File: src/rtl/matvec_sched.sv
// matvec_sched: sequences y = M*x one row at a time over a single shared vecvec dot-product unit
// Ports:
//   clk, rst        rising-edge clock, synchronous active-high reset
//   start           job request, accepted only when idle; latches mat and vec
//   mat, vec        operand matrix (row r at [r*VECTOR_SIZE*DATA_WIDTH +: ...]) and vector
//   busy, done      job in progress; one-cycle completion pulse
//   error           sticky per-row timeout flag, cleared by rst or the next accepted start
//   result          y[r] at [r*DATA_WIDTH +: DATA_WIDTH], held until overwritten
//   dot_*           handshake and operands for the attached vecvec unit
module matvec_sched #(
    parameter int DATA_WIDTH  = 32,
    parameter int BIN_POS     = 16,
    parameter int VECTOR_SIZE = 4,
    parameter int ROWS        = 4,
    parameter int TIMEOUT     = 1024
) (
    input  logic                                    clk,
    input  logic                                    rst,
    input  logic                                    start,
    input  logic [ROWS*VECTOR_SIZE*DATA_WIDTH-1:0]  mat,
    input  logic [VECTOR_SIZE*DATA_WIDTH-1:0]       vec,
    output logic                                    busy,
    output logic                                    done,
    output logic                                    error,
    output logic [ROWS*DATA_WIDTH-1:0]              result,
    output logic                                    dot_rst,
    input  logic                                    dot_ready,
    input  logic                                    dot_complete,
    output logic [VECTOR_SIZE*DATA_WIDTH-1:0]       dot_vec_a,
    output logic [VECTOR_SIZE*DATA_WIDTH-1:0]       dot_vec_b,
    input  logic [DATA_WIDTH-1:0]                   dot_result
);
    localparam int VW = VECTOR_SIZE * DATA_WIDTH;
    localparam int RW = ROWS > 1 ? $clog2(ROWS) : 1;
    localparam int TW = TIMEOUT > 1 ? $clog2(TIMEOUT) : 1;

    typedef enum logic [1:0] {IDLE, LOAD, RUN, DONE} state_t;

    state_t               state_q, state_d;
    logic [ROWS*VW-1:0]   mat_q, mat_d;
    logic [RW-1:0]        row_q, row_d, row_nxt;
    logic [TW-1:0]        timer_q, timer_d;
    logic                 busy_q, busy_d, done_q, done_d, error_q, error_d, dot_rst_q, dot_rst_d;
    logic [ROWS*DATA_WIDTH-1:0] result_q, result_d;
    logic [VW-1:0]        dot_vec_a_q, dot_vec_a_d, dot_vec_b_q, dot_vec_b_d;

    // The binary point only describes the attached unit's number format; nothing is computed here.
    logic unused_bin_pos;
    assign unused_bin_pos = ^BIN_POS;

    assign row_nxt = row_q + RW'(1);

    always_comb begin
        state_d     = state_q;
        mat_d       = mat_q;
        row_d       = row_q;
        timer_d     = timer_q;
        busy_d      = busy_q;
        done_d      = 1'b0;
        error_d     = error_q;
        result_d    = result_q;
        dot_rst_d   = dot_rst_q;
        dot_vec_a_d = dot_vec_a_q;
        dot_vec_b_d = dot_vec_b_q;
        case (state_q)
            IDLE: begin
                dot_rst_d = 1'b1;
                if (start) begin
                    mat_d       = mat;
                    dot_vec_b_d = vec;
                    dot_vec_a_d = mat[VW-1:0];
                    error_d     = 1'b0;
                    row_d       = '0;
                    busy_d      = 1'b1;
                    state_d     = LOAD;
                end
            end
            LOAD: begin
                if (dot_ready) begin
                    dot_rst_d = 1'b0;
                    timer_d   = '0;
                    state_d   = RUN;
                end
            end
            RUN: begin
                timer_d = timer_q + TW'(1);
                if (dot_complete) begin
                    result_d[int'(row_q)*DATA_WIDTH +: DATA_WIDTH] = dot_result;
                    dot_rst_d = 1'b1;
                    if (row_q == RW'(ROWS - 1)) begin
                        busy_d  = 1'b0;
                        done_d  = 1'b1;
                        state_d = DONE;
                    end else begin
                        // Present the next row while the unit is held in reset during LOAD.
                        row_d       = row_nxt;
                        dot_vec_a_d = mat_q[int'(row_nxt)*VW +: VW];
                        state_d     = LOAD;
                    end
                end else if (timer_q == TW'(TIMEOUT - 1)) begin
                    error_d   = 1'b1;
                    busy_d    = 1'b0;
                    dot_rst_d = 1'b1;
                    state_d   = IDLE;
                end
            end
            DONE: state_d = IDLE;
            default: state_d = IDLE;
        endcase
    end

    always_ff @(posedge clk) begin
        if (rst) begin
            state_q     <= IDLE;
            mat_q       <= '0;
            row_q       <= '0;
            timer_q     <= '0;
            busy_q      <= 1'b0;
            done_q      <= 1'b0;
            error_q     <= 1'b0;
            result_q    <= '0;
            dot_rst_q   <= 1'b1;
            dot_vec_a_q <= '0;
            dot_vec_b_q <= '0;
        end else begin
            state_q     <= state_d;
            mat_q       <= mat_d;
            row_q       <= row_d;
            timer_q     <= timer_d;
            busy_q      <= busy_d;
            done_q      <= done_d;
            error_q     <= error_d;
            result_q    <= result_d;
            dot_rst_q   <= dot_rst_d;
            dot_vec_a_q <= dot_vec_a_d;
            dot_vec_b_q <= dot_vec_b_d;
        end
    end

    assign busy      = busy_q;
    assign done      = done_q;
    assign error     = error_q;
    assign result    = result_q;
    assign dot_rst   = dot_rst_q;
    assign dot_vec_a = dot_vec_a_q;
    assign dot_vec_b = dot_vec_b_q;
endmodule

File: config.mk
export PLATFORM = sky130hd
export DESIGN_NAME = matvec_sched
export DESIGN_NICKNAME = d
export VERILOG_FILES = /design/src/rtl/matvec_sched.sv
export SDC_FILE = /design/constraint.sdc
export NUM_CORES = 2
export LEC_CHECK = 0
export CORE_AREA = 2 2 416 418
export DETAILED_ROUTE_END_ITERATION = 16
export DIE_AREA = 0 0 418 420
export GPL_TIMING_DRIVEN = 0
export MAX_ROUTING_LAYER = met4
export PLACE_DENSITY = 0.43
export SYNTH_ARGS = -nofsm -noshare
export SYNTH_HDL_FRONTEND = slang
export SYNTH_SLANG_ARGS = --single-unit
File: constraint.sdc
create_clock -name clk -period 2.81 [get_ports clk]
set_input_delay 0.7025 -clock clk [delete_from_list [all_inputs] [get_ports clk]]
set_output_delay 0.7025 -clock clk [all_outputs]
set_load 0.03 [all_outputs]
==> impl_metrics.py <==
metrics = {
    "outcome": {
        "status": "complete, no violations",
    },
    "die": {
        "ios": 1065,
        "rows": 152,
        "die_y_um": 420,
        "start_util_pct": 21.1,
        "die_x_um": 418,
        "core_um2": 171000,
        "die-area_um2": 176000,
    },
    "critical_path": {
        "crit_cells": 11,
        "crit_arrival_ns": 3.26,
        "worst_setup_path_end_kind": "flip-flop",
        "crit_family": "buffers and inverters",
        "slowest_stage": "dfxtp_1",
        "r2r_cells": 11,
        "crit_top_cell": "buf_6",
        "required_ns": 3.37,
        "path_buf_inv": 7,
        "critPathMaxStageDelay_ns": 0.38,
        "path_cells": "buf_6, buf_6, buf_6, inv_1, ha_4, nand4b_1, buf_4, buf_8, clkbuf_4, o22ai_1, a211oi_2",
        "critPathKind": "flip-flop to flip-flop",
        "start_kind": "flip-flop",
        "critPathMaxFanout": 13,
    },
    "clock_tree": {
        "worstSkewPairLatency_ns": 0.73,
        "cts_buffers": 113,
        "cts_sinks": 914,
        "cts_tree": "built",
        "ctsLongestPathBuffers": 3,
        "clock-root-buffer": "clkbuf_16",
        "clk_transition_reported_paths_ns": 0.06,
        "h-tree-depth": 3,
        "ctsHoldBuffers": 0,
    },
    "sta": {
        "drv_slew": 0,
        "hold_viol_final": 0,
        "tightestPinTransition_ns": 1.16,
        "slew_headroom_pct": 21.8,
        "finalWorstSetupSlack_ns": 0.104,
        "clock.fmax_ghz": 0.370,
        "worst_clock_skew_ns": 0.0269,
        "setup_violations": 0,
        "fin_hold_ws_ns": 0.450,
        "fin_crit_ns": 2.71,
        "fin_crit_sh_pct": 96.3,
        "rsz0062_at_grt": "yes",
    },
    "synthesis": {
        "syn-cell-area_um2": 36000,
        "synth_seq_cells": 914,
        "synthCells": 4292,
        "avgSynthCellArea_um2": 8.39,
        "yosysSeqAreaShare_pct": 50.8,
        "async_flop_share_pct": 0,
        "dominantRegCellSynth": "dfxtp_1",
        "yosysWarnings": 0,
        "synth-edff-count": 0,
        "synth_nets": 4974,
        "synth.distinct_cells": 46,
    },
    "route": {
        "drt_first_pass_iters": 5,
        "antenna_left": 0,
        "vias": 35835,
        "drc": 0,
        "routed_wl_um": 201000,
        "drt_iter0_drc": 2007,
        "avgRoutedWirePerCell_um": 25.6,
        "vias_per_cell": 4.55,
    },
    "placed_design": {
        "dpl.hpwl_um": 160000,
        "dp_slack_ns": -2.12,
        "dpl-instance-area_um2": 49500,
        "io_buffers": 1063,
        "gp_congestion": 0.877,
    },
    "job": {
        "cap_violations": 0,
    },
    "power_and_ir_drop": {
        "power_mw": 35.3,
        "ir_drop_mv": 0.461,
        "p_leak_nw": 19.2,
        "power_density_nw_per_um2": 656,
    },
    "grt": {
        "grt_pass1_wl_um": 273000,
        "grt_use_total_pct": 22.5,
        "grt_antenna_before_repair": 107,
        "grt_max_degree": 15,
        "grt_pass1_vias": 35046,
        "grt_overflow_total": 0,
    },
    "cells_and_area": {
        "final_cell_area_um2": 53800,
        "final_core_util_pct": 31.5,
        "finalNetCount": 6161,
        "final_layout_size_suffix_gt1_share_pct": 12.5,
        "syn_to_final_growth_pct": 49.4,
        "fill_cells": 18305,
    },
    "hold_path": {
        "hold_depth": 2,
        "hp-class": "flip-flop to flip-flop",
    },
}
final timing paths:
check | start | end | slack [ns]
min reg2reg | mat_q[27]$_SDFFE_PP0P_ | mat_q[27]$_SDFFE_PP0P_ | 0.45
min | mat_q[27]$_SDFFE_PP0P_ | mat_q[27]$_SDFFE_PP0P_ | 0.45
max | row_q[0]$_SDFFE_PP0P_ | dot_vec_a[59]$_SDFFE_PP0P_ | 0.10
max reg2reg | row_q[0]$_SDFFE_PP0P_ | dot_vec_a[59]$_SDFFE_PP0P_ | 0.10
tightest hold or removal path: stages (launching register included):
cell	delay [ns]
dfxtp_1	0.30
nand2_1	0.05
a21oi_1	0.05
area by class of cell:
cell class                 count  area [um^2]  area share, %
inverter                       3         11.3         0.0209
tap                         2233         2790           5.20
antenna                       68          170          0.316
timing repair buffer        1074        10700           20.0
multi-input combinational   2992        16100           30.0
sequential                   914        18300           34.0
clock buffer                 159         3260           6.07
clock inverter                49          543           1.01
buffer                       381         1830           3.40
synth_stat cells, drive strengths merged, types with 12 or more instances:
| library cell | count | area share [%] |
|---|---|---|
| nand3 | 103 | 1.4 |
| nand2 | 1402 | 15 |
| dfxtp | 914 | 51 |
| mux2 | 220 | 6.9 |
| a22oi | 17 | 0.35 |
| a211oi | 110 | 3.3 |
| nor2 | 12 | 0.13 |
| a22o | 32 | 0.78 |
| mux2i | 35 | 0.97 |
| clkbuf | 229 | 2.4 |
| o211ai | 19 | 0.40 |
| a21oi | 765 | 11 |
| buf | 154 | 2.2 |
| o22ai | 220 | 3.8 |
sequential cells by signal, summed over array words and instances, names as in the netlist:
| signal | cells |
|---|---|
| busy | 1 |
| mat_q | 512 |
| timer_q | 10 |
| dot_vec_a | 128 |
| row_q | 2 |
| state_q | 2 |
| done | 1 |
| result | 128 |
| error | 1 |
| dot_vec_b | 128 |
| dot_rst | 1 |
metrics by stage:
stage	setup TNS, ns	instances
floorplan	0	4292
global placement	-1066.39	7588
detailed placement	-870.69	7589
CTS	0	7800
global route	-0.0355	7857
finish	0	7873
power by group:
part	internal [mW]	switching, mW	leakage [nW]
Combinational	2.46	3.41	9.86
Sequential	13.8	0.520	7.49
Clock	8.97	6.14	1.88
metal layers:
metal | vias up | GRT usage (%) | part of all wire [%]
met5 | - | - | 0
met4 | 0 | 7.46 | 3.3
met3 | 293 | 4.49 | 5.1
met2 | 1135 | 38.6 | 51
met1 | 17174 | 26.2 | 41
li1 | 17233 | - | -
cells in the final DEF, fill, tap and decap left out, types with 68 or more instances in the layout:
| cell type | count |
|---|---|
| clkdlybuf4s50_1 | 1062 |
| a21oi_1 | 765 |
| o22ai_1 | 215 |
| buf_2 | 118 |
| clkbuf_1 | 202 |
| nand3_1 | 103 |
| diode_2 | 68 |
| a211oi_2 | 72 |
| clkbuf_16 | 114 |
| nand2_1 | 1401 |
| dfxtp_1 | 914 |
| mux2_2 | 220 |
cells by family (layout without fill, tap and decap cells):
kind of cell | after synthesis | count (layout) | synth area share (%)
compound gates | 1178 | 1178 | 19.6
simple gates | 1553 | 1553 | 16.9
other cells | 0 | 68 | 0
flops | 914 | 914 | 50.8
fa+ha+maj | 5 | 5 | 0.174
buf+inv | 386 | 1666 | 4.61
mux | 256 | 256 | 7.92
repair_timing:
| action | in CTS | in global routing |
|---|---|---|
| pin swaps | 3 | 1 |
| setup buffers | 4 | 6 |
| hold endpoints to repair | 0 | 0 |
| endpoints found under the setup margin | 769 | 194 |
| resized for setup | 83 | 45 |
(Power assumes the default switching activity.)
